## src/rtl/alu_issuer.sv

```systemverilog
// ALU issue/capture sequencer with a 4x4 register file.
// Ports: instr_* in, wr_* RF write, alu_* to/from ALU, res_* out, op_count.
module alu_issuer #(
  parameter int SETTLE_CYCLES = 2
) (
  input  logic       clk,
  input  logic       rst_n,
  input  logic       instr_valid,
  output logic       instr_ready,
  input  logic [2:0] instr_opcode,
  input  logic [1:0] instr_dst,
  input  logic [1:0] instr_srca,
  input  logic [1:0] instr_srcb,
  input  logic       wr_en,
  input  logic [1:0] wr_addr,
  input  logic [3:0] wr_data,
  output logic [3:0] alu_a,
  output logic [3:0] alu_b,
  output logic [2:0] alu_opcode,
  input  logic [3:0] alu_r,
  input  logic [3:0] alu_ccr,
  output logic       res_valid,
  input  logic       res_ready,
  output logic [3:0] res_data,
  output logic [3:0] res_ccr,
  output logic [7:0] op_count
);

  typedef enum logic [1:0] {
    IDLE,
    WAIT,
    RESP
  } state_t;

  localparam logic [3:0] CNT_INIT =
    4'(SETTLE_CYCLES - 1);

  state_t     state;
  state_t     state_n;
  logic [3:0] rf [4];
  logic [3:0] cnt;
  logic [1:0] dst;
  logic       accept;
  logic       capture;
  logic       handoff;

  always_comb begin
    state_n = state;
    accept  = 1'b0;
    capture = 1'b0;
    handoff = 1'b0;
    unique case (state)
      IDLE: begin
        if (instr_valid) begin
          accept  = 1'b1;
          state_n = WAIT;
        end
      end
      WAIT: begin
        if (cnt == 4'd0) begin
          capture = 1'b1;
          state_n = RESP;
        end
      end
      RESP: begin
        // Hand-off always returns to IDLE,
        // so back-to-back ops get a gap cycle.
        if (res_ready) begin
          handoff = 1'b1;
          state_n = IDLE;
        end
      end
      default: state_n = IDLE;
    endcase
  end

  assign instr_ready = (state == IDLE);
  assign res_valid   = (state == RESP);

  always_ff @(posedge clk or negedge rst_n) begin
    if (!rst_n) begin
      state <= IDLE;
    end else begin
      state <= state_n;
    end
  end

  always_ff @(posedge clk or negedge rst_n) begin
    if (!rst_n) begin
      alu_a      <= '0;
      alu_b      <= '0;
      alu_opcode <= '0;
      cnt        <= '0;
      dst        <= '0;
      res_data   <= '0;
      res_ccr    <= '0;
      op_count   <= '0;
    end else begin
      if (accept) begin
        // rf read here sees pre-edge contents
        alu_a      <= rf[instr_srca];
        alu_b      <= rf[instr_srcb];
        alu_opcode <= instr_opcode;
        dst        <= instr_dst;
        cnt        <= CNT_INIT;
      end else if (state == WAIT && cnt != 4'd0) begin
        cnt <= cnt - 4'd1;
      end
      if (capture) begin
        res_data <= alu_r;
        res_ccr  <= alu_ccr;
      end
      if (handoff) begin
        op_count <= op_count + 8'd1;
      end
    end
  end

  always_ff @(posedge clk or negedge rst_n) begin
    if (!rst_n) begin
      for (int i = 0; i < 4; i++) begin
        rf[i] <= '0;
      end
    end else begin
      if (wr_en) begin
        rf[wr_addr] <= wr_data;
      end
      // Later assignment: ALU writeback wins a collision.
      if (capture) begin
        rf[dst] <= alu_r;
      end
    end
  end

endmodule

```

## config.mk

```make
export PLATFORM = sky130hd
export DESIGN_NAME = alu_issuer
export DESIGN_NICKNAME = d
export VERILOG_FILES = /design/src/rtl/alu_issuer.sv
export SDC_FILE = /design/constraint.sdc
export NUM_CORES = 1
export LEC_CHECK = 0
export ABC_AREA = 1
export CORE_MARGIN = 2
export CORE_UTILIZATION = 46
export CTS_CLUSTER_DIAMETER = 80
export DETAILED_ROUTE_END_ITERATION = 16
export PLACE_DENSITY_LB_ADDON = 0.12
export SLEW_MARGIN = 20
export SYNTH_ARGS = -nofsm -noshare
export SYNTH_HDL_FRONTEND = slang
export SYNTH_SLANG_ARGS = --single-unit
```

## constraint.sdc

```tcl
create_clock -name clk -period 1.2 [get_ports clk]
set_input_delay 0.36 -clock clk [delete_from_list [all_inputs] [get_ports clk]]
set_output_delay 0.36 -clock clk [all_outputs]
set_load 0.02 [all_outputs]
```

After elaboration in Yosys (flattened, before gate mapping)
Cells that the tools add are included.
{"block": "word_totals", "ramBits": 0, "output_inout_bits": 29, "mem_bits_ro": 0, "elab_cells": 64, "in_bits": 28, "latchBits": 0, "mem_count": 0, "regBits": 51}
{"block": "op_classes", "magnitude_cmp": 6, "n_bitwise": 4, "n_mux": 26, "n_eq_ne": 5, "reduce_logical": 8, "n_shift": 0, "mul": 0, "div_mod_pow": 0, "add_sub_neg": 2}
{"cell": "$bwmux 16", "count": 2}
{"cell": "$mux 16", "count": 2}
{"cell": "$mux 4", "count": 8}
{"cell": "$bmux 4 s2", "count": 2}
{"cell": "$demux 4 s2", "count": 2}
{"cell": "$ge 3x3->1 const B", "count": 4}
{"cell": "$not 2->3", "count": 4}
{"cell": "$add 8x1->8 const B", "count": 1}
{"cell": "$lt 3x1->1 const B", "count": 2}
{"cell": "$mux 1", "count": 6}
{"cell": "$mux 2", "count": 3}
{"cell": "$pmux 2 s3", "count": 1}
{"cell": "$logic_not 4->1", "count": 1}
{"cell": "$ne 2x2->1 const B", "count": 2}
{"cell": "$reduce_bool 4->1", "count": 1}
{"cell": "$sub 4x1->4 const B", "count": 1}
{"cell": "$logic_and 1x1->1", "count": 3}
{"cell": "$reduce_and 3->1", "count": 1}
{"cell": "$eq 2x1->1 const B", "count": 1}
{"cell": "$eq 2x2->1 const B", "count": 1}
{"cell": "$logic_not 2->1", "count": 1}
{"cell": "$ne 2x1->1 const B", "count": 1}
{"cell": "$reduce_bool 2->1", "count": 1}

Logic depth before layout (Yosys ltp)
{"block": "depth", "depth_word": 9, "depth_mapped": 8, "mapped_depth_nobuf": 8}

Least setup slack after synthesis
OpenSTA, ideal clock, no wires.
{"block": "synth_path", "path_kind": "register -> register", "from": "register cnt[0]", "to": "register rf[12] (netlist bit)", "setup_ps": 117, "required_ps": 1083, "path_buffers": 1, "path_slack_ps": -69, "synth_period_minus_slack_ps": 1269, "arrival_time_ps": 1152, "path_stages_with_launch": 9, "path_cell_list": "dfrtp_1 > inv_1 > ha_1 > nand2_1 > nor2_2 > buf_4 > nand3_1 > nand2_1 > nand2_1"}
{"block": "synth_via", "elab_chain_len": 4}
{"item": "start, declared", "line": "41", "source": "logic [3:0] cnt;"}
{"item": "start signal, assigned", "line": "107", "source": "cnt <= cnt - 4'd1;"}
{"item": "$logic_not 4->1", "line": "60", "source": "if (cnt == 4'd0) begin"}
{"item": "$mux 1", "line": "60"}
{"item": "$mux 1", "line": "52", "source": "unique case (state)"}
{"item": "$mux 16", "line": "129", "source": "if (capture) begin"}
{"item": "end signal, assigned by index", "line": "126", "source": "rf[wr_addr] <= wr_data;"}
{"item": "end signal, assigned by index", "line": "130", "source": "rf[dst] <= alu_r;"}
{"item": "end, declared", "line": "40", "source": "logic [3:0] rf [4];"}
Every way passes these cells.
A chain may end at the register's enable or synchronous reset.

Worst setup path in the final report
{"block": "layout_path", "from": "register state[1]", "to": "output res_valid"}
{"block": "layout_via", "elab_chain_len": 1}
{"item": "start, declared", "line": "38", "source": "state_t state;"}
{"item": "start signal, assigned", "line": "84", "source": "state <= state_n;"}
{"item": "$eq 2x2->1", "line": "78", "source": "assign res_valid = (state == RESP);"}
{"item": "end, declared", "line": "22", "source": "output logic res_valid,"}
Every way passes these cells.

==> metrics.md <==
| Metric | Value |
|---|---|
| Outcome | `complete, but fails checks` |
| Violations in the final reports | `setup timing` |
| Post-DP HPWL | `4.755 mm` |
| Starting Density | `47.67%` |
| #FFs+latches synth | `51` |
| Avg WL per Cell | `13.18 µm` |
| Largest net degree at the start of global routing | `between 50 and 60` |
| Post-layout util | `about three quarters` |
| Post-Syn Instances | `352` |
| Cell Count, Final, Fillers Out | `536` |
| Layout Skew | `0.006048 ns` |
| Initial drt markers | `141` |
| Max-cap viol count | `0` |
| CP max FO | `3` |
| Post-Syn Nets | `about 380` |
| Crit path required time | `0.84 ns` |
| Maximum level of the CTS H-tree | `2` |
| Total core area | `5540 µm²` |
| GP Congestion | `around 0.81` |
| Syn Std Cell Area | `about 2600 µm²` |
| Antenna Cells | `0` |
| Max Used Layer | `met4` |
| Count leader, synth | `nand2_1` |
| Final worst path period share | `115.6%` |
| TritonCTS clock tree | `built` |
| Io pins | `57` |
| Area occupied by multi-input gates | `1314 µm²` |
| Vias in the first global route | `~2.5k` |
| Met1 wire length | `2.923 mm` |
| EDFF count, synth | `0` |
| Slew Limit Fails | `0` |
| Total CTS buffers | `5` |
| Max Root-Sink Buffers | `2` |
| Area contributors post-synth | `dfrtp_1, nand2_1, inv_1, o211ai_1, nand4_1` |
| Initial antenna violation count | `0` |
| Die Wd | `79.78 µm` |
| Setup crit start kind | `flop` |
| Power Total | `between 9 and 10 mW` |
| Yosys warning count | `0` |
| VDD IR max | `1696 µV` |
| Hold_ws | `roughly 0.028 ns` |
| CTS root buf | `clkbuf_8` |
| Drt drc | `0` |
| Leak | `2.136 nW` |
| Finish-stage setup viols | `37` |
| Synth cell count leaders | `nand2_1, dfrtp_1, inv_1` |
| Die area | `6364 µm²` |
| Nets | `494` |
| Number of vias per cell | `4.961` |
| Clock latency on the worst-skew pair | `0.30 ns` |
| Post-Place Setup Slack | `-0.5162 ns` |
| Mean Syn Cell Area | `7.504 µm²` |
| Setup ws final | `-0.1871 ns` |
| Share of the synthesized area in the top cell type | `48.32%` |
| WP data arrival | `about 1 ns` |
| WL met3 | `between 200 and 300 µm` |
| Crit path capture type | `output port` |
| Yosys top cell by area | `dfrtp_1` |
| Fin. Hold Viols | `0` |
| DRT Wirelength | `7.063 mm` |
| Fill cells | `~450` |
| Total track usage | `21.76%` |
| Area Overhead vs Synth | `54.38%` |
| Sequential area share after synthesis | `48.32%` |
| Die Height | `approximately 80 µm` |
| I/O Buffers | `56` |
| DRT Pass-1 Iters | `4` |
| Vias | `about 2.7k` |
| Unrepaired setup endpoints after global routing | `yes` |
| Detail Route Antenna Nets | `0` |
| Clk sink count | `51` |
| Hold Crit Class | `input pin to async pin` |
| Crit Path Class | `flop to output port` |
| Register area | `1280 µm²` |
| Met2 wire length | `3.807 mm` |
| Worst-path clk slew | `0.09 ns` |
| Max-slew headroom | `80.05%` |
| Post-CTS Hold Buffers | `0` |
| Worst Max-Slew Pin Slew | `about 0.3 ns` |
| Gr ovfl total | `0` |
| Synth cell types | `21` |
| First-pass GRT wire length | `10.81 mm` |
| Min cycle time layout | `1.387 ns` |
| Achievable frequency | `720.9 MHz` |
| Layout cells sized above 1 | `29.74%` |
| Synth async-reset ratio | `100.0%` |
| Floorplan row count | `27` |
| Top FF cell, synth | `dfrtp_1` |
| Placed cells | `between 500 and 600` |
| Power density over cell area | `2305 nW/µm²` |
cell type report:
| class | instances | area share [%] |
|---|---|---|
| Multi-Input combinational cell | 250 | 32.22 |
| Sequential cell | 51 | 31.39 |
| Timing Repair Buffer | 117 | 28.35 |
| Inverter | 38 | 3.743 |
| Tap cell | 72 | 2.209 |
| Clock buffer | 6 | 1.780 |
| Clock inverter | 2 | 0.3068 |
layer usage:
metal  vias to the layer above  track usage (%)
met1                      1246            25.65
met5                         -                0
met4                         0            6.271
li1                       1344                -
met3                         6            3.959
met2                        63            40.25
through the flow:
stage	TNS, ns	instance area, µm²
after floorplan	-0.3897	2656
after global placement	-14.89	3576
after detailed placement	-16.14	3576
after CTS	-3.639	3819
after global routing	-6.881	4078
final	-3.368	4078
cell usage in the layout (no fill, tap or decap), types with 3 or more instances in the layout:
cell type / n
buf_6: 38
clkdlybuf4s50_1: 24
inv_2: 8
nor2_4: 5
nand3_1: 8
nand4_1: 18
buf_4: 47
dfrtp_1: 48
dfrtp_2: 3
clkbuf_8: 5
nor2_1: 3
inv_1: 28
nand2_1: 150
o211ai_1: 16
xor2_1: 4
nand3_2: 4
nand2_2: 5
nand2_4: 5
buf_12: 4
o21ai_0: 16
o21ai_1: 3
worst paths after layout:
path	start	slack [ns]	endpoint	cells after the start
worst max-delay path	state[1]	-0.19	res_valid	3
worst min-delay path	rst_n	0.03	rf[10]	2
worst max register to register	state[1]	-0.16	rf[12]	8
worst min register to register	res_ccr[0]	0.51	res_ccr[0]	2
max in group asynchronous	rst_n	0.90	op_count[1]	2
min in group clk	res_ready	0.44	state[1]	3
power breakdown:
| part | internal (mW) | switching [mW] | leakage [nW] | total (mW) |
|---|---|---|---|---|
| logic | 2.67 | 2.75 | 1.46 | 5.42 |
| registers | 2.45 | 0.561 | 0.639 | 3.02 |
| clock network | 0.409 | 0.558 | 0.0412 | 0.967 |
sequential cells by signal, summed over array words and instances (netlist names):
register and count:
rf 16, op_count 8, alu_a 4, alu_b 4, cnt 4, res_ccr 4, res_data 4, alu_opcode 3
dst 2, state 2
logic make-up (layout without fill, tap and decap cells):
logic type	after synthesis	in the layout	share of synthesized area, %
DFF	51	51	48.32
AOI/OAI and AO/OA	39	39	9.048
xor gates and xnor gates	4	4	1.326
adders and majority gates	3	3	1.421
and+or+nand+nor	204	204	31.74
buffers and inverters	51	163	8.148
critical path, cell delays in order (launching register included):
cell and delay, ns:
dfrtp_2 0.43, inv_2 0.07, nor2_2 0.10, buf_6 0.13
what timing repair did:
item	CTS	global route
pin swaps	1	5
gates cloned	0	2
buffers inserted	7	13
resized for setup	195	44
endpoints found under the setup margin	65	80
(Power assumes the default switching activity.)
